<file path="src/rtl/unsigned_mul_approx_pipe.sv">
// Pipelined unsigned W x W multiplier with per-transaction column truncation.
// Columns below lvl are dropped; stage 1 reduces to two rows, the last stage adds them.
module unsigned_mul_approx_pipe #(
  parameter int unsigned W      = 8,
  parameter int unsigned STAGES = 2,
  parameter int unsigned LW     = 5
) (
  input  logic            clk,
  input  logic            rst,
  input  logic            in_valid,
  output logic            in_ready,
  input  logic [W-1:0]    x,
  input  logic [W-1:0]    y,
  input  logic [LW-1:0]   lvl,
  output logic            out_valid,
  input  logic            out_ready,
  output logic [2*W-1:0]  z,
  output logic            busy
);

  localparam int unsigned P = 2 * W;

  logic [STAGES-1:0] v;
  logic [STAGES-1:0] rdy;
  logic [STAGES-1:0] up_v;
  logic [P-1:0]      mask;
  logic [P-1:0]      row;
  logic [P-1:0]      carry;
  logic [P-1:0]      red_s;
  logic [P-1:0]      red_c;
  logic              r;

  // Masked partial products folded into a sum/carry pair by a chain of 3:2 compressors
  always_comb begin
    mask  = '0;
    row   = '0;
    carry = '0;
    red_s = '0;
    red_c = '0;
    for (int unsigned c = 0; c < P; c++) begin
      mask[c] = (32'(lvl) <= c);
    end
    for (int unsigned j = 0; j < W; j++) begin
      row   = (P'(x) << j) & mask & {P{y[j]}};
      carry = (red_s & red_c) | (red_s & row) | (red_c & row);
      red_s = red_s ^ red_c ^ row;
      red_c = carry << 1;
    end
  end

  // Stall chain: a stage is ready when empty or when its successor is ready
  always_comb begin
    rdy  = '0;
    up_v = '0;
    r    = out_ready;
    for (int k = int'(STAGES) - 1; k >= 0; k--) begin
      r      = ~v[k] | r;
      rdy[k] = r;
    end
    up_v[0] = in_valid;
    for (int k = 1; k < int'(STAGES); k++) begin
      up_v[k] = v[k-1];
    end
  end

  assign in_ready  = rdy[0] & ~rst;
  assign out_valid = v[STAGES-1];
  assign busy      = |v;

  always_ff @(posedge clk or posedge rst) begin
    if (rst) begin
      v <= '0;
    end else begin
      for (int k = 0; k < int'(STAGES); k++) begin
        if (rdy[k]) v[k] <= up_v[k];
      end
    end
  end

  generate
    if (STAGES == 1) begin : g_single
      always_ff @(posedge clk or posedge rst) begin
        if (rst) begin
          z <= '0;
        end else if (rdy[0] && in_valid) begin
          z <= red_s + red_c;
        end
      end
    end else begin : g_multi
      logic [P-1:0] ps [STAGES-1];
      logic [P-1:0] pc [STAGES-1];

      // Carry-save pair travels through the middle stages unchanged
      always_ff @(posedge clk) begin
        if (rdy[0] && in_valid) begin
          ps[0] <= red_s;
          pc[0] <= red_c;
        end
        for (int k = 1; k < int'(STAGES) - 1; k++) begin
          if (rdy[k] && v[k-1]) begin
            ps[k] <= ps[k-1];
            pc[k] <= pc[k-1];
          end
        end
      end

      always_ff @(posedge clk or posedge rst) begin
        if (rst) begin
          z <= '0;
        end else if (rdy[STAGES-1] && v[STAGES-2]) begin
          z <= ps[STAGES-2] + pc[STAGES-2];
        end
      end
    end
  endgenerate

endmodule

</file>
<file path="config.mk">
export PLATFORM = sky130hd
export DESIGN_NAME = unsigned_mul_approx_pipe
export DESIGN_NICKNAME = d
export VERILOG_FILES = /design/src/rtl/unsigned_mul_approx_pipe.sv
export SDC_FILE = /design/constraint.sdc
export NUM_CORES = 1
export LEC_CHECK = 0
export CAP_MARGIN = 10
export CELL_PAD_IN_SITES_DETAIL_PLACEMENT = 1
export CELL_PAD_IN_SITES_GLOBAL_PLACEMENT = 1
export CORE_MARGIN = 2
export CORE_UTILIZATION = 44
export CTS_CLUSTER_DIAMETER = 150
export DETAILED_ROUTE_END_ITERATION = 10
export PLACE_DENSITY_LB_ADDON = 0.1
export SLEW_MARGIN = 20
export SYNTH_ARGS = -nofsm -noshare
export SYNTH_HDL_FRONTEND = slang
export SYNTH_SLANG_ARGS = --single-unit
export TNS_END_PERCENT = 30
</file>
<file path="constraint.sdc">
create_clock -name clk -period 2.9 [get_ports clk]
set_clock_uncertainty 0.2 [all_clocks]
set_input_delay 0.58 -clock clk [delete_from_list [all_inputs] [get_ports clk]]
set_output_delay 0.58 -clock clk [all_outputs]
set_load 0.02 [all_outputs]
</file>
## Word-level counts from Yosys, hierarchy flattened

Memory sizes are Yosys's and may differ from the RTL's.
Index checks and enable logic that the tools add are counted.

- Bits in registers: 18
- Output and inout port bits: 19
- Input bits: 25
- RAM bits: 31
- Memories: 2
- Word-level logic and storage cells: 93

Memories:

| name | depth | bits a word | rd ports | clocked after memory_dff | wr ports | RTL line | source |
|---|---|---|---|---|---|---|---|
| g_multi.ps | 1 | 16 | 1 | 0 | 1 | 90 | `logic [P-1:0] ps [STAGES-1];` |
| g_multi.pc | 1 | 15 | 1 | 0 | 1 | 91 | `logic [P-1:0] pc [STAGES-1];` |

- $lt $le $gt $ge: 16
- Mux-type cells: 2
- Bitwise gates (word level): 66
- Add/sub/neg operators: 1
- Reductions and logical operators: 3

Operator list:

| kind | number |
|---|---|
| AND 15 bit | 19 |
| XOR 16 bit | 13 |
| OR 15 bit | 12 |
| AND 16 bit | 8 |
| <= comparator 5 x 4 -> 1 bit, second input constant | 8 |
| <= comparator 5 x 3 -> 1 bit, second input constant | 4 |
| adder 16 bit | 1 |
| AND 10 x 16 -> 16 bit | 1 |
| AND 11 x 16 -> 16 bit | 1 |
| AND 12 x 16 -> 16 bit | 1 |
| AND 13 x 16 -> 16 bit | 1 |
| AND 14 x 16 -> 16 bit | 1 |
| AND 15 x 16 -> 16 bit | 1 |
| AND 8 x 16 -> 16 bit | 1 |
| AND 9 x 16 -> 16 bit | 1 |
| <= comparator 5 x 1 -> 1 bit, second input constant | 2 |
| <= comparator 5 x 2 -> 1 bit, second input constant | 2 |
| NOT 1 bit | 3 |
| logical AND 1 bit | 2 |
| two-way mux 1 bit | 2 |
| OR 1 bit | 2 |
| OR reduction 2 bit | 1 |
| AND 1 bit | 1 |

## Longest topological paths before layout

Gate-level depths: netlist of the first run.

- Word-level depth: 22
- Mapped depth: 17
- Depth with buffers taken out: 14

## Worst setup path before layout of the first run

OpenSTA, ideal clock, no wires.

- Path kind: in2reg
- Start: in lvl[1]
- End: mem g_multi.ps[0][7] (netlist bit) (data pin)
- Path slack: -2.299 ns
- Cell stages on the path: 15
- Library setup time: 0.269 ns
- Required time: 2.431 ns
- Arrival: 4.730 ns
- Cell sequence: buf_1 nand3_1 and2_1 and3_1 ha_1 inv_1 fa_1 inv_1 fa_1 fa_1 inv_1 fa_1 fa_1 inv_1 fa_1

- Longest elaborated chain between the ends: 21

Ends and longest elaborated chain:

| item | RTL line | source |
|---|---|---|
| start, declared | 14 | `input logic [LW-1:0] lvl,` |
| <= comparator 5 x 2 -> 1 bit or <= comparator 5 x 1 -> 1 bit (tied branches) | 41 | `mask[c] = (32'(lvl) <= c);` |
| AND 8 x 16 -> 16 bit or AND 9 x 16 -> 16 bit (tied branches) | 44 | `row = (P'(x) << j) & mask & {P{y[j]}};` |
| AND 16 bit | 44 |  |
| XOR 16 bit or AND 15 bit (tied branches) | 46, 45 |  |
| AND 15 bit | 45 | `carry = (red_s & red_c) \| (red_s & row) \| (red_c & row);` |
| OR 15 bit (2 in a row) | 45 |  |
| AND 15 bit | 45 |  |
| OR 15 bit (2 in a row) | 45 |  |
| AND 15 bit | 45 |  |
| OR 15 bit (2 in a row) | 45 |  |
| AND 15 bit | 45 |  |
| OR 15 bit (2 in a row) | 45 |  |
| AND 15 bit | 45 |  |
| OR 15 bit (2 in a row) | 45 |  |
| XOR 16 bit | 46 | `red_s = red_s ^ red_c ^ row;` |
| XOR 16 bit (*) | 46 |  |
| net red_s[7] | 29 | `logic [P-1:0] red_s;` |
| end, declared | 90 |  |

Mark *: on every way through the listed nets, which the timed path passes. The rest lies on a longest branch.

## Final worst setup path of the first run

- Start: in lvl[4]
- End: mem g_multi.ps[0][7] (netlist bit) (data pin)

Same word-level chain as after synthesis.

==> results.md, run 1 <==
Outcome:
- The flow ran to the end, but the final reports show violations.
- The checks that failed: setup timing.

Setup path:
- STA classifies the critical path endpoint as a flop.
- The cell seen most often among critical-path stages is fa_2.
- The standard cell with the maximum stage delay on the critical path is fa_2.
- The launch point of the critical path is lvl[4].
- The worst path arrival time is 4.46 ns.
- The critical path is of the primary input to flop type.
- The type of origin of the critical path is a primary input.
- Along the worst path, the maximum fanout reaches 5.
- In this run the critical register-to-register path is launched from g_multi.ps[0][8]$_DFFE_PP_.
- The signal on the critical path passes through buf_6 -> nor2_4 -> and2_4 -> and3_4 -> ha_4 -> inv_2 -> fa_1 -> fa_1 -> fa_2 -> fa_2 -> fa_2 -> inv_2 -> fa_2.
- STA puts the critical path data required time at 2.72 ns.
- The largest single stage delay on the critical path is 0.60 ns.

Logic synthesis:
- The count of distinct cell types in the synthesized netlist is 45.
- The share of flip-flops with an asynchronous set or reset after synthesis is 45.0%.
- After Yosys synthesis, XOR and XNOR cells account for 0.532% of the synthesized area.
- The synthesized design contains 22 enable-type register cells.
- Of the synthesized area, sequential elements account for 33.7%.
- The number of register bits inferred by synthesis is 40.
- The number of instances in the synthesized netlist is 298.
- Summing the areas of all and, or, nand and nor instances in the mapped netlist gives 18.3% of the synthesized area.
- The synthesized-area fraction occupied by ao, oa, aoi and oai cells is 6.80%.
- For this run, the leading register cell type out of synthesis is edfxtp_1.
- The count of warnings emitted by yosys is 0.
- Summing every instance area after synthesis gives 0.00329 sq mm.
- The synthesized netlist devotes 31.5% of its cell area to adder and majority cells.
- The mean cell area of the mapped netlist is 11.1 sq um.
- The net count after synthesis is 380.
- After synthesis, the share of cell area in mux cells is 3.08%.
- The largest family of logic cells by synthesized area is adder cells.

Cells and area:
- The antenna diode count is 0.
- The library cells used most frequently in the layout, excluding fill and tap cells, are buf_4 (52), nand3_1 (30), fa_2 (29).
- The area added between synthesis and finish is 37.0%.
- The most common cell after layout, fill and taps aside is buf_4.
- The fraction of layout instances using a drive strength above 1 is 37.0%.
- The final standard cell area without fillers is 0.00451 sq mm.
- For this run, the post-layout net count is 473.

Global routing:
- For this run the aggregate overflow at the end of global routing stands at 0.
- The via count of the first global-routing pass was 2,891.
- The first global-routing pass estimated 14,100 um of wire.
- Entering global routing, the biggest net connects 23 pins.
- The number of antenna violations at the first check in global routing is 0.
- Across every metal layer, demand over resource in global routing totals 21.4%.

Timing:
- The slew at the pin with the worst max-slew slack is 0.656 ns.
- The final-report max-slew violation count is 0.
- In the finished design, the share of the clock period the worst path needs comes to 160%.
- Hold timing on the final database bottoms out at a slack of 0.278 ns.
- After routing, the total negative slack on setup checks comes to -20.71 ns.
- Setup repair after global routing could not meet its margin everywhere.
- The setup violation total in the final timing report is 17.
- The achievable clock frequency is 216 MHz.
- The worst path in the final design needs a cycle of 4.63 ns, including I/O delays and setup.
- Setup slack on the critical path of the routed design comes to -1.73 ns.
- The total count of hold-check failures in the final report is 0.
- The worst pin sits at a relative slew slack of 56.2%.

Die:
- The number of ports placed on the die boundary is 44.
- The die width is 90.5 um.
- The area of the die is 0.00819 sq mm.
- The floorplan die height is 90.5 um.
- The starting density of the core is 45.4%.
- The area of the core region is 0.00725 sq mm.
- The site row count is 31.

Clocking:
- The clock network latency to the later pin of the worst-skew pair is 0.28 ns.
- The TritonCTS clock tree is built.
- Counting along the longest clock path gives a buffer depth of 2.
- The CTS root buffer is clkbuf_8.
- The number of clock buffers added by TritonCTS is 5.
- The TritonCTS sink count is 40.
- CTS built an H-tree with a depth of 2.
- After clock tree synthesis, the clock-pin slew on the worst setup and hold paths is 0.08 ns.

Detailed routing:
- The final routed DRC violation total is 0.
- The count of routing violations after the opening detailed-route iteration is 74.
- Once detail routing completed, the nets flagged for antenna violations numbered 0.
- The total vias in the final route is 2,643.
- The average detailed-routed wire length per instance is 17.8 um.
- Using the TritonRoute via totals, the vias-per-cell ratio works out to 5.38.
- The wire length reported by the detailed router is 8730 um.
- The first detailed-routing pass took 4 iterations.

Placement:
- The HPWL after detailed placement is 7020 um.
- The area of placed instances is 0.00423 sq mm.
- The number of port buffers is 43.
- The placer's final routability congestion estimate is 0.840.

Power and ir drop:
- For this design the static power due to leakage is 1.88 nW.
- The power density over cell area is 410 mW/mm^2.
- VDD sags by at most 192 uV.

Job:
- The count of max-cap constraint violations is 0.

Hold path:
- The type of the tightest min-delay check is flop to flop.
- The worst hold path begins at z[12]$_DFFE_PP0P_.
[sequential cells by signal (all words and copies together) (netlist names)]
name and count:
v 2, g_multi.pc 7, z 16, g_multi.ps 15
[stage by stage]
| step | worst slack, ns | utilization [%] | instances | power, mW |
|---|---|---|---|---|
| 2_1_floorplan | -1.95 | - | 298 | 1.10 |
| 3_3_place_gp | -2.39 | 58.4 | 477 | 1.37 |
| 3_5_place_dp | -2.54 | 58.4 | 477 | 1.40 |
| 4_1_cts | -1.75 | 61.4 | 489 | 1.86 |
| 5_1_grt | -1.81 | 62.2 | 491 | 1.96 |
| 6_report | -1.73 | 62.2 | 491 | 1.85 |
[Yosys cell counts, drive strengths merged, types with 3 or more instances]
| master | number | area share, % |
|---|---|---|
| edfxtp | 22 | 20 |
| nand3 | 33 | 5.0 |
| inv | 41 | 4.7 |
| nand4 | 4 | 0.76 |
| buf | 9 | 1.2 |
| dfrtp | 18 | 14 |
| nor2b | 5 | 1.2 |
| and2 | 4 | 0.76 |
| fa | 43 | 26 |
| nand2b | 4 | 0.76 |
| and3 | 18 | 3.4 |
| nor3 | 4 | 0.61 |
| a21o | 3 | 0.68 |
| nor2 | 7 | 0.80 |
| nand2 | 13 | 1.5 |
| ha | 14 | 5.3 |
| o21ai | 8 | 1.2 |
| mux2 | 9 | 3.1 |
| a21oi | 7 | 1.4 |
[path summary, 6_finish.rpt]
kind | end | slack (ns) | depth (start not counted)
max reg2reg | z[14]$_DFFE_PP0P_ | 0.80 | 7
max in group asynchronous | z[5]$_DFFE_PP0P_ | 1.55 | 2
min | z[12]$_DFFE_PP0P_ | 0.28 | 1
max | g_multi.ps[0][7]$_DFFE_PP_ | -1.73 | 13
min in group asynchronous | z[9]$_DFFE_PP0P_ | 0.53 | 2
min reg2reg | z[12]$_DFFE_PP0P_ | 0.28 | 1
[layer usage]
layer  up-vias  global-route usage (%)  part of all wire [%]  routed length [um]
met5         -                       0                     0                   0
met1      1368                    26.4                    42                3680
met3         7                    2.34                   3.2                 283
met2        64                    40.0                    53                4670
met4         0                    4.87                   1.2                 102
li1       1204                       -                     -                   -
[worst max-delay path: cells and delay by family]
family / cells / cell delay, ns
simple gates: 3 / 0.54
buf+inv: 3 / 0.19
fa+ha+maj: 7 / 3.14
[where the power goes]
| part | switching (mW) | total [mW] | internal (mW) |
|---|---|---|---|
| logic | 0.344 | 0.675 | 0.332 |
| clock network | 0.183 | 0.438 | 0.255 |
| registers | 0.0380 | 0.734 | 0.696 |
[logic make-up (layout without fill, tap and decap cells)]
kind of cell | Yosys count | after routing
compound gates | 32 | 32
xor+xnor | 2 | 2
fa+ha+maj | 57 | 57
buf+inv | 52 | 146
flops | 40 | 40
mux | 9 | 9
simple gates | 106 | 106
[layout make-up]
class	instances	area, sq um
fill	790	2740
multi-input combinational	206	2170
sequential	40	1110
timing repair buffer	97	847
inverter	41	154
tap	99	124
clock buffer	6	72.6
clock inverter	2	35.0
[timing repair]
item,in CTS,in global routing
gates resized for setup,68,21
hold buffers,0,0
pin swaps,37,21
setup endpoints to repair,18,19
buffers inserted,4,2
Note: power is estimated with default switching activity, not from simulation.
==> run 2: changes to the inputs <==
Settings changed: CORE_UTILIZATION 44 to 51, DONT_BUFFER_PORTS from default to 1.
==> results.md, run 2 (synthesized netlist as in run 1, its figures left out) <==
Outcome:
- The flow ran to the end, but the final reports show violations.
- The checks that failed: setup timing.

Timing:
- Setup repair after global routing could not meet its margin everywhere.
- The total count of hold-check failures in the final report is 0.
- The final-report max-slew violation count is 0.
- Static timing analysis puts the maximum clock frequency at 224 MHz.
- Subtracting the final worst setup slack from the clock period gives 4.46 ns.
- The post-route clock period utilization is 154%.
- Once routing completed, OpenROAD measured the worst setup slack at -1.56 ns.
- In this run the tightest slew margin relative to its limit is 56.7%.
- The slew at the pin with the worst max-slew slack is 0.648 ns.
- Setup violations remaining at the end of the flow were counted as 17.
- Hold is met by 0.0578 ns.

Placement:
- The number of port buffers is 0.
- Routability-driven placement finished with a final weighted congestion of 0.836.
- The placed wire-length estimate after detailed placement is 5910 um.
- Including well taps, the total number of placed cells is 384.

Global routing:
- The remaining global-route overflow is 0.
- The pin count of the biggest net entering global routing is 23.
- The via count of the first global-routing pass was 2,447.
- The number of antenna violations at the first check in global routing is 0.
- The first global-routing pass estimated 12,200 um of wire.
- In the global route stage, overall resource usage came out at 22.0%.

Setup path:
- The cell count of the worst reg-to-reg path is 7.
- STA puts the critical path data required time at 2.73 ns.
- Counting both buffers and inverters, the worst setup path holds a total of 2.
- Among the stages of the critical path, the cell type that occurs most often is fa_2.
- The type of the worst setup path is primary input to flop.
- The critical path goes through or2_4 -> a21oi_4 -> and3_4 -> ha_4 -> inv_2 -> fa_2 -> fa_1 -> fa_2 -> fa_2 -> fa_2 -> inv_2 -> fa_2.
- The top cell family by delay on the critical path is adder cells.
- The biggest fanout along the worst timing path is 9.
- The standard cell with the maximum stage delay on the critical path is fa_2.
- The worst path arrival time is 4.30 ns.
- For this run, the slowest stage of the critical path takes 0.60 ns.
- The worst setup path is launched from a primary input.
- In this run the number of cells on the critical path is 12.
- The worst setup path is captured at a flop.

Die:
- The starting density of the core is 52.2%.
- The area of the core region is 0.00631 sq mm.
- The die width is 84.4 um.
- The die covers 0.00712 sq mm.
- From bottom edge to top edge, the die measures 84.4 um.
- The number of ports placed on the die boundary is 44.
- The site row count is 29.

Clocking:
- The number of buffers on the longest clock path is 2.
- The clock drives 40 sinks.
- The clock tree synthesis step divided the H-tree into 2 levels.
- The CTS root buffer is clkbuf_8.
- After clock tree synthesis, the clock-pin slew on the worst setup and hold paths is 0.08 ns.
- The TritonCTS clock tree is built.
- Counting the buffers created by CTS gives 5.
- The later pin in the worst-skew pair is clocked with a latency of 0.29 ns.

Power and ir drop:
- Dividing total power by cell area gives a power density of 428 mW/mm^2.
- VDD sags by at most 586 uV.
- The leakage power figure is 1.51 nW.
- The overall power consumption is 1.62 mW.

Cells and area:
- The number of fillers in the final layout is 671.
- For this run, the number of standard cells in the final layout without fillers is 395.
- Counting flops per register, the top entry is z.
- The area added between synthesis and finish is 14.9%.
- For this run, the post-layout net count is 399.
- The register with the most flip-flops in the layout has 16 of them.
- In the layout the commonest cells are nand3_1 (31), fa_2 (29), inv_1 (28).
- The most common cell after layout, fill and taps aside is nand3_1.
- The repair_antennas step left the layout with diodes totalling 0.
- In the final layout, the share of cells above drive strength 1 is 31.4%.
- For this run, the share of the core covered by cells in the final layout is 59.9%.
- In the final layout, the registers with the most flip-flops are z x16, g_multi.ps x15, g_multi.pc x7.

Detailed routing:
- For this block, the routed nets add up to 7240 um of wire.
- The count of nets left with antenna violations after detail routing is 0.
- The routed layout has 2,257 vias.
- The final routed DRC violation total is 0.
- Dividing the detail-routed wire length by the instance count gives 18.3 um.
- Dividing the detail-routed via count by the number of cells gives 5.71.
- After the first detailed-routing iteration, the DRC count stood at 44.
- Before antenna repair, the detailed router went through 4 iterations.

Hold path:
- The type of the tightest min-delay check is primary input to async pin.

Job:
- The count of max-cap constraint violations is 0.
-- run 2: cell count changes in the layout (fill, tap and decap cells not counted), sizes merged --
cell	change
clkdlybuf4s50	-28
clkdlybuf4s15	-1
dlygate4sd2	-5
buf	-36
clkbuf	-1
dlymetal6s2s	-3
-- run 2: layer usage --
layer / vias up / GRT usage (%) / part of all wire, %
met4: 0 / 6.20 / 1.2
li1: 1063 / - / -
met2: 61 / 36.6 / 49
met5: - / 0 / 0
met1: 1126 / 29.0 / 45
met3: 7 / 5.60 / 5.4
-- run 2: where the power goes --
group	total [mW]	switching [mW]	internal (mW)
sequential	0.814	0.117	0.696
clock	0.441	0.185	0.255
combinational	0.365	0.188	0.177
-- run 2: worst paths after layout --
check | from | endpoint | slack, ns
max in group asynchronous | rst | z[1]$_DFFE_PP0P_ | 2.02
min in group clk | in_valid | v[0]$_DFFE_PP0N_ | 0.20
setup / recovery | lvl[4] | g_multi.ps[0][7]$_DFFE_PP_ | -1.56
hold reg to reg | g_multi.ps[0][5]$_DFFE_PP_ | z[5]$_DFFE_PP0P_ | 0.28
hold / removal | rst | z[14]$_DFFE_PP0P_ | 0.06
setup reg to reg | g_multi.ps[0][8]$_DFFE_PP_ | z[14]$_DFFE_PP0P_ | 0.78
-- run 2: cell type report --
cell class | instances | area [sq um] | area share (%)
Clock buffer | 6 | 72.6 | 1.92
Inverter | 41 | 154 | 4.07
Tap cell | 77 | 96.3 | 2.55
Multi-Input combinational cell | 206 | 2140 | 56.6
Sequential cell | 40 | 1110 | 29.4
Timing Repair Buffer | 23 | 173 | 4.57
Clock inverter | 2 | 35.0 | 0.926
-- run 2: per-stage QoR --
stage	worst slack [ns]	cell area (sq um)	TNS [ns]
2_1_floorplan	-1.95	3390	-25.47
3_3_place_gp	-1.86	3570	-24.85
3_5_place_dp	-1.95	3570	-25.94
4_1_cts	-1.59	3730	-18.52
5_1_grt	-1.65	3780	-19.03
6_report	-1.56	3780	-17.58
-- run 2: what timing repair did --
item	4_1_cts	5_1_grt
setup endpoints to repair	17	17
setup buffers	3	0
pin swaps	29	9
hold buffers	0	0
resized for setup	16	19
